==> src/rtl/csa_mul_pkg.sv <==
// Shared definitions for the sequential carry-save multiplier: op codes, FSM states
// and the iteration counter width.
package csa_mul_pkg;

  // RV32M multiply op codes as presented on the op input
  localparam logic [1:0] MUL_OP_MUL    = 2'b00;
  localparam logic [1:0] MUL_OP_MULH   = 2'b01;
  localparam logic [1:0] MUL_OP_MULHSU = 2'b10;
  localparam logic [1:0] MUL_OP_MULHU  = 2'b11;

  typedef enum logic [1:0] {
    StIdle,
    StAcc,
    StResolve,
    StDone
  } state_e;

  // Width of a counter that indexes multiplier bits 0..w-1 (at least one bit)
  function automatic int unsigned clog2(input int unsigned w);
    return (w <= 1) ? 1 : $clog2(w);
  endfunction

endpackage

==> src/rtl/csa.sv <==
// Generic 3:2 carry-save adder. carry_o is unshifted: the caller weights it by two.
module csa #(
  parameter int unsigned WIDTH = 64
) (
  input  logic [WIDTH-1:0] x_i,
  input  logic [WIDTH-1:0] y_i,
  input  logic [WIDTH-1:0] z_i,
  output logic [WIDTH-1:0] sum_o,
  output logic [WIDTH-1:0] carry_o
);

  // Bitwise full-adder: sum and majority
  always_comb begin
    sum_o   = x_i ^ y_i ^ z_i;
    carry_o = (x_i & y_i) | (x_i & z_i) | (y_i & z_i);
  end

endmodule

==> src/rtl/csa_mul_seq.sv <==
// Iterative RV32M multiplier: one multiplier bit per cycle into a carry-save accumulator,
// then a single carry-propagate add and sign correction.
// Optional macro CSA_MUL_EARLY_EXIT_EN: leave the accumulate phase as soon as no set
// multiplier bits remain.
module csa_mul_seq
  import csa_mul_pkg::*;
#(
  parameter int unsigned WIDTH = 32
) (
  input  logic             clk,
  input  logic             rst,
  input  logic             flush,
  input  logic             in_valid,
  output logic             in_ready,
  input  logic [1:0]       op,
  input  logic [WIDTH-1:0] a,
  input  logic [WIDTH-1:0] b,
  output logic             out_valid,
  input  logic             out_ready,
  output logic [WIDTH-1:0] result
);

  localparam int unsigned CntW = clog2(WIDTH);
  localparam int unsigned AccW = 2 * WIDTH;

  state_e            state_q, state_d;
  logic [WIDTH-1:0]  ma_q, ma_d;
  logic [WIDTH-1:0]  mb_q, mb_d;
  logic [1:0]        op_q, op_d;
  logic              neg_q, neg_d;
  logic [AccW-1:0]   sum_q, sum_d;
  logic [AccW-1:0]   carry_q, carry_d;
  logic [CntW-1:0]   count_q, count_d;
  logic [WIDTH-1:0]  result_q, result_d;
  logic              out_valid_q, out_valid_d;

  logic              a_neg, b_neg;
  logic [WIDTH-1:0]  a_mag, b_mag;
  logic [WIDTH-1:0]  mb_sh;
  logic [AccW-1:0]   pp;
  logic [AccW-1:0]   csa_y;
  logic [AccW-1:0]   csa_sum, csa_carry;
  logic [AccW-1:0]   prod, prod_s;
  logic              acc_done;

  // Operand sign handling and magnitudes; 0x80..0 maps to 2^(WIDTH-1) as unsigned
  always_comb begin
    a_neg = ((op == MUL_OP_MULH) || (op == MUL_OP_MULHSU)) && a[WIDTH-1];
    b_neg = (op == MUL_OP_MULH) && b[WIDTH-1];
    a_mag = a_neg ? ((~a) + WIDTH'(1)) : a;
    b_mag = b_neg ? ((~b) + WIDTH'(1)) : b;
  end

  // Partial product and accumulate/resolve datapath terms
  always_comb begin
    mb_sh  = mb_q >> 1;
    pp     = mb_q[0] ? ({{WIDTH{1'b0}}, ma_q} << count_q) : '0;
    // Top carry bit shifted out here is always zero for in-range products
    csa_y  = carry_q << 1;
    prod   = sum_q + (carry_q << 1);
    prod_s = neg_q ? ((~prod) + AccW'(1)) : prod;
`ifdef CSA_MUL_EARLY_EXIT_EN
    acc_done = (count_q == CntW'(WIDTH - 1)) || (mb_sh == '0);
`else
    acc_done = (count_q == CntW'(WIDTH - 1));
`endif
  end

  csa #(
    .WIDTH (AccW)
  ) u_csa (
    .x_i     (sum_q),
    .y_i     (csa_y),
    .z_i     (pp),
    .sum_o   (csa_sum),
    .carry_o (csa_carry)
  );

  // Next-state logic; flush overrides everything including a same-cycle accept
  always_comb begin
    state_d = state_q;
    if (flush) begin
      state_d = StIdle;
    end else begin
      unique case (state_q)
        StIdle:    if (in_valid) state_d = StAcc;
        StAcc:     if (acc_done) state_d = StResolve;
        StResolve: state_d = StDone;
        StDone:    if (out_ready) state_d = StIdle;
        default:   state_d = StIdle;
      endcase
    end
  end

  // Datapath next-state: latch on accept, accumulate, resolve, handshake
  always_comb begin
    ma_d        = ma_q;
    mb_d        = mb_q;
    op_d        = op_q;
    neg_d       = neg_q;
    sum_d       = sum_q;
    carry_d     = carry_q;
    count_d     = count_q;
    result_d    = result_q;
    out_valid_d = out_valid_q;
    if (flush) begin
      out_valid_d = 1'b0;
    end else begin
      unique case (state_q)
        StIdle: begin
          if (in_valid) begin
            ma_d    = a_mag;
            mb_d    = b_mag;
            op_d    = op;
            neg_d   = a_neg ^ b_neg;
            sum_d   = '0;
            carry_d = '0;
            count_d = '0;
          end
        end
        StAcc: begin
          sum_d   = csa_sum;
          carry_d = csa_carry;
          mb_d    = mb_sh;
          count_d = count_q + CntW'(1);
        end
        StResolve: begin
          result_d    = (op_q == MUL_OP_MUL) ? prod_s[WIDTH-1:0] : prod_s[AccW-1:WIDTH];
          out_valid_d = 1'b1;
        end
        StDone: begin
          if (out_ready) out_valid_d = 1'b0;
        end
        default: out_valid_d = 1'b0;
      endcase
    end
  end

  // FSM state register
  always_ff @(posedge clk or posedge rst) begin
    if (rst) state_q <= StIdle;
    else     state_q <= state_d;
  end

  // Datapath registers
  always_ff @(posedge clk or posedge rst) begin
    if (rst) begin
      ma_q        <= '0;
      mb_q        <= '0;
      op_q        <= '0;
      neg_q       <= 1'b0;
      sum_q       <= '0;
      carry_q     <= '0;
      count_q     <= '0;
      result_q    <= '0;
      out_valid_q <= 1'b0;
    end else begin
      ma_q        <= ma_d;
      mb_q        <= mb_d;
      op_q        <= op_d;
      neg_q       <= neg_d;
      sum_q       <= sum_d;
      carry_q     <= carry_d;
      count_q     <= count_d;
      result_q    <= result_d;
      out_valid_q <= out_valid_d;
    end
  end

  assign in_ready  = (state_q == StIdle);
  assign out_valid = out_valid_q;
  assign result    = result_q;

endmodule

==> config.mk <==
export PLATFORM = sky130hd
export DESIGN_NAME = csa_mul_seq
export DESIGN_NICKNAME = d
export VERILOG_FILES = /design/src/rtl/csa_mul_pkg.sv /design/src/rtl/csa.sv /design/src/rtl/csa_mul_seq.sv
export SDC_FILE = /design/constraint.sdc
export NUM_CORES = 1
export LEC_CHECK = 0
export CAP_MARGIN = 20
export CORE_MARGIN = 1.5
export CORE_UTILIZATION = 30
export DETAILED_ROUTE_END_ITERATION = 12
export GPL_TIMING_DRIVEN = 0
export PLACE_DENSITY = 0.43
export SLEW_MARGIN = 20
export SYNTH_ARGS = -nofsm -noshare
export SYNTH_HDL_FRONTEND = slang
export SYNTH_SLANG_ARGS = --single-unit
==> constraint.sdc <==
create_clock -name clk -period 8.5 [get_ports clk]
set_input_delay 1.7 -clock clk [delete_from_list [all_inputs] [get_ports clk]]
set_output_delay 1.7 -clock clk [all_outputs]
set_load 0.02 [all_outputs]
==> reports/metrics.cfg, run 1 <==
[status]
status=complete, no violations

[timing]
hold_viol=0
worst_pin_slew_ns=1.21
max_freq_mhz=153
fin_tns_setup_ns=0
finalCritPeriodShare_pct=76.9
finClkSkew_ns=0.0427
post-route-min-period_ns=6.53
rsz0062_at_grt=no
hold_slack_ns=0.478
setup_ws_ns=1.97
max-slew-margin-rel_pct=18.8
drv_slew=0
setup_viol=0

[global_route]
antenna_found_initial=2
grt-ovfl-total=0
first_global_vias=20600
track_usage_pct=24.2
grt_max_degree=94
grt_pass1_wl_mm=131

[hold_path]
hold_start=result[4]
holdCritPathClass=register to register

[detailed_routing]
wl_mm=87.1
vias=20400
firstDrtPassIters=5
drc=0
routedWlPerCell_um=23.3
ant_nets=0
drtIter0Drc=1251
viasPerCell=5.46

[critical_path]
worstPathArrival_ns=7.10
critPathLaunchType=register
crit-reg2reg-launch=sum_q[12]
worstPathMaxFanout=10
cp.required_ns=9.07
crit_type=register to register
critPathCaptureType=register
startpoint=sum_q[12]

[synth]
netlist_area_um2=21100
synth-seq-cells=234
ys_seq_area_share_pct=27.7
synth_edf_count=0
syn_avg_cell_area_um2=8.03
ys_warn_count=0
synth_cells=2633
synthesis.nets=2841
synthDistinctLibCells=100
synthArstFlopShare_pct=100
dominantRegCellSynth=dfrtp_1

[placed_design]
numPortBuffers=104
dp_hpwl_mm=70.9
globalplace.congestion=0.933
dp.cells=3680
place_ws_ns=2.27

[power_and_ir_drop]
pwr_density_cell_nw_per_um2=357
power_frac_comb_pct=65.2
intPower_uw=4240
p_leak_uw=0.00965
netSwitchingFraction_pct=51.6
p_switching_uw=4510
pwr-share-seq_pct=18.7
clkPwrFrac_pct=16.1
irDropWorstVdd_mv=0.174

[floorplan]
dieArea_um2=72100
placementRows=97
coreArea_um2=69900
die_h_um=268
io_pins=105
chipWidth_um=268
start_util_pct=30.2

[final_layout]
final_util_pct=35.1
synthToLayoutAreaGrowth_pct=16.1
multi_input_area_um2=14100
layout.nets=2980
final_common_cell=nand2_1
final_layout_size_suffix_gt1_share_pct=6.58
fill_cells=7426
mostFrequentLayoutCells=nand2_1, o21ai_0, dfrtp_1
instances_no_fill=3738
regArea_um2=5860

[cts]
post-cts-setup-buffers=0
clk_pin_slew_ns=0.06
tritoncts=done
cts_hold_buf=0
root_buffer=clkbuf_16
htreeDepth=1
cts_sinks=234
insertion_delay_ns=0.63
clock_path_buffers=3
cts_made_buffers=30
postCtsResizedCells=0

[job]
maxCapViolCount=0

-- logic make-up (layout without fill, tap and decap cells) --
family,count (synthesis),in the layout,share of synthesized area (%)
other,0,2,0
DFF,234,234,27.7
adders and majority gates,137,137,10.3
buffers and inverters,312,475,5.91
and+or+nand+nor,971,971,23.0
muxes,93,93,5.77
xor gates and xnor gates,119,119,4.93
AOI/OAI and AO/OA,767,767,22.3
-- flip-flops by register name, indices dropped and copies added (netlist names) --
register and count:
out_valid 1, result 32, count_q 5, state_q 2, op_q 2, carry_q 63, neg_q 1, ma_q 32
mb_q 32, sum_q 64
-- Yosys cell counts, drive strengths merged, types with 51 or more instances --
master    n  share of area [%]
nand3    71                1.7
ha       74                4.4
fa       63                6.0
o21ai   312                7.4
buf      53                1.3
xor2     58                2.4
a21oi   195                4.8
nand2   375                6.7
nor2    172                3.1
clkbuf  128                2.3
dfrtp   234                 28
nand3b   97                3.5
inv     131                2.3
xnor2    61                2.5
mux2i    51                2.4
-- through the flow --
stage	power (uW)	instance area, um^2
4_1_cts	8730	24500
5_1_grt	9360	24500
2_1_floorplan	5300	21100
3_5_place_dp	7280	23400
3_3_place_gp	7300	23400
6_report	8760	24500
-- layer usage --
layer,GRT usage [%],routed length [um],vias to the layer above,part of all wire (%)
li1,-,-,9680,-
met1,32.3,39200,10000,45
met2,40.9,40900,585,47
met3,2.49,4000,130,4.6
met4,7.59,3000,2,3.4
met5,0,13,-,0.015
-- worst max-delay path, stage by stage, from the launching register on --
cell	delay, ns
dfrtp_1	0.40
ha_1	0.29
clkbuf_1	0.47
nand4_1	0.26
nor4_1	0.71
o21ai_1	0.32
a211oi_1	1.02
a21boi_0	0.35
xnor2_1	0.29
or4b_1	0.58
buf_6	0.17
nor4_1	0.42
buf_2	0.32
a21oi_1	0.10
o311ai_1	0.53
a22o_1	0.21
-- power by group through the flow --
stage / registers, uW / clock network, uW / logic, uW
4_1_cts: 1640 / 1440 / 5640
5_1_grt: 1680 / 1490 / 6180
6_report: 1640 / 1410 / 5710
3_3_place_gp: 1650 / 0 / 5650
3_5_place_dp: 1660 / 0 / 5620
2_1_floorplan: 1660 / 0 / 3630
-- cell type report --
cell class / count / area share, %
Buffer: 181 / 3.09
Sequential cell: 234 / 23.9
Clock buffer: 44 / 3.64
Inverter: 131 / 2.04
Clock inverter: 12 / 0.770
Antenna cell: 2 / 0.0204
Multi-Input combinational cell: 2087 / 57.3
Timing Repair Buffer: 107 / 4.50
Tap cell: 940 / 4.79
-- path summary, 6_finish.rpt --
path	endpoint	slack (ns)	cells after the start
min in group asynchronous	ma_q[4]	1.53	2
setup / recovery	result[20]	1.97	15
hold reg to reg	result[4]	0.48	2
max in group asynchronous	sum_q[58]	6.09	3
hold / removal	result[4]	0.48	2
setup reg to reg	result[20]	1.97	15
Note: power is estimated with default switching activity, not from simulation.
==> inputs of run 2 (changes only) <==
==> constraint.sdc (replaced) <==
create_clock -name clk -period 5.82 [get_ports clk]
set_input_delay 1.164 -clock clk [delete_from_list [all_inputs] [get_ports clk]]
set_output_delay 1.164 -clock clk [all_outputs]
set_load 0.02 [all_outputs]
==> run 2 against run 1 <==
Fmax rose by 17%. Critical path type unchanged. Core utilization up 0.39 points. Final cell count is 0.32% higher. Clock-buffer cell count down 1. Register-to-register slack worse by 1.7 ns. Via count is essentially flat. First-iteration DRC count increased by 17%. Combinational power increased by 53%. Clock power increased by 45%. Die area unchanged.
==> reports/metrics.cfg, run 2 (synthesized netlist as in run 1, its figures left out) <==
[status]
status=complete, no violations

[timing]
rsz0062_at_grt=no
worst_pin_slew_ns=1.21
finalCritPeriodShare_pct=95.8
post-route-min-period_ns=5.58
drv_slew=0
setup_ws_ns=0.242
finClkSkew_ns=0.0279
hold_viol=0
max_freq_mhz=179
max-slew-margin-rel_pct=19.0
setup_viol=0

[power_and_ir_drop]
pwr-share-seq_pct=18.1
pwr_density_cell_nw_per_um2=531
irDropWorstVdd_mv=0.373
netSwitchingFraction_pct=51.0
p_leak_uw=0.00976
p_switching_uw=6720
power_frac_comb_pct=66.4
intPower_uw=6460
clkPwrFrac_pct=15.5

[cts]
root_buffer=clkbuf_16
cts_made_buffers=31
cts_hold_buf=0
htreeDepth=1
cts_sinks=234
clk_pin_slew_ns=0.06
tritoncts=done
insertion_delay_ns=0.62
clock_path_buffers=3

[detailed_routing]
dr_wl_met2_mm=41.5
drc=0
firstDrtPassIters=7
vias=20400
routed-wl-met3_mm=3.66
routedWlPerCell_um=23.3
drtIter0Drc=1469
routed.top_layer=met4
wl_mm=87.2
met1_length_mm=39.0
ant_nets=0
viasPerCell=5.44

[final_layout]
final_layout_size_suffix_gt1_share_pct=7.65
layout.nets=2993
fill_cells=7468
top_register=sum_q
largestRegisters=sum_q x64, carry_q x63
synthToLayoutAreaGrowth_pct=17.4
design_area_um2=24800
mostFrequentLayoutCells=nand2_1, o21ai_0, dfrtp_1
largest_register_ffs=64
instances_no_fill=3750
diodes=0
final_common_cell=nand2_1

[critical_path]
critPathCaptureType=register
max_stage_delay_ns=0.61
worstPathCellList=ha_1, a21oi_1, o21ai_1, o2bb2ai_1, nor2_1, a211oi_4, a21boi_0, xnor2_1, or4b_1, buf_6, nor4_1, buf_2, a21oi_1, o311ai_2, a22o_1
worstPathArrival_ns=6.12
crit_type=register to register
critPathLaunchType=register
critPathSlowestCell=or4b_1
cp.required_ns=6.36
critPathMostFrequentCell=a21oi_1
path_delay_family=compound AO/OA/AOI/OAI gates
worstPathMaxFanout=10
crit_buf_inv=2

[placed_design]
dp_hpwl_mm=71.8
place_ws_ns=-0.288
numPortBuffers=104
place_area_um2=23600
dp.cells=3686
globalplace.congestion=0.948

[floorplan]
placementRows=97
io_pins=105
dieArea_um2=72100
coreArea_um2=69900
die_h_um=268
chipWidth_um=268
start_util_pct=30.2

[global_route]
track_usage_pct=24.4
antenna_found_initial=2
grt_max_degree=32
grt-ovfl-total=0
grt_pass1_wl_mm=132
first_global_vias=20400

[hold_path]
holdCritPathClass=register to register

[job]
maxCapViolCount=0

==> run 2: changes by cell type in the layout (fill, tap and decap cells not counted), moves of 3 or more <==
cell,before,now
buf_4,2,9
clkbuf_1,133,129
buf_12,0,8
nor4_1,20,17
clkinvlp_4,0,3
==> run 2: final timing paths <==
check / start / end / slack, ns / cells after the start
max: carry_q[12] / result[20] / 0.24 / 15
min: result[1] / result[1] / 0.47 / 2
max reg2reg: carry_q[12] / result[20] / 0.24 / 15
min reg2reg: result[1] / result[1] / 0.47 / 2
max in group asynchronous: rst / result[20] / 3.99 / 5
min in group asynchronous: rst / ma_q[6] / 0.87 / 2
==> run 2: power groups by stage <==
stage	logic (uW)	clock network [uW]	registers [uW]
detailed placement	8260	0	2420
global route	9460	2160	2460
floorplan	5310	0	2430
global placement	8280	0	2410
finish	8750	2040	2390
CTS	8330	2100	2390
==> run 2: what timing repair did <==
action	4_1_cts	5_1_grt
buffers inserted	0	7
pin swaps	0	4
gates resized for setup	8	9
endpoints found under the setup margin	8	11
==> run 2: final cells by class <==
class                   count  area [um^2]  area share [%]
well taps                 940         1180            4.74
plain buffers             180          754            3.04
clock buffers              43          921            3.71
clock inverters            15          174           0.701
flip-flops and latches    234         5860            23.6
multi-input cells        2087        14200            57.1
inverters                 131          495            2.00
repair buffers            120         1260            5.08
==> run 2: worst register-to-register path, stage by stage, from the launching register on <==
cell and delay (ns):
dfrtp_1 0.39, ha_1 0.58, a21oi_1 0.24, o21ai_1 0.44, o2bb2ai_1 0.34, nor2_1 0.21
a211oi_4 0.53, a21boi_0 0.27, xnor2_1 0.31, or4b_1 0.61, buf_6 0.18, nor4_1 0.42
buf_2 0.32, a21oi_1 0.11, o311ai_2 0.37, a22o_1 0.19
==> run 2: metal layers <==
metal	up-vias	global-route usage (%)
li1	9703	-
met1	9986	32.8
met3	125	2.32
met2	592	41.5
met4	0	7.35
met5	-	0
==> run 2: metrics by stage <==
step	utilization, %	hold slack, ns	setup TNS, ns	power, uW
2_1_floorplan	-	0.450	0	7740
3_3_place_gp	33.4	0.466	-154.40	10700
3_5_place_dp	33.7	0.463	-1.10	10700
4_1_cts	35.3	0.477	0	12800
5_1_grt	35.5	0.499	0	14100
6_report	35.5	0.473	0	13200
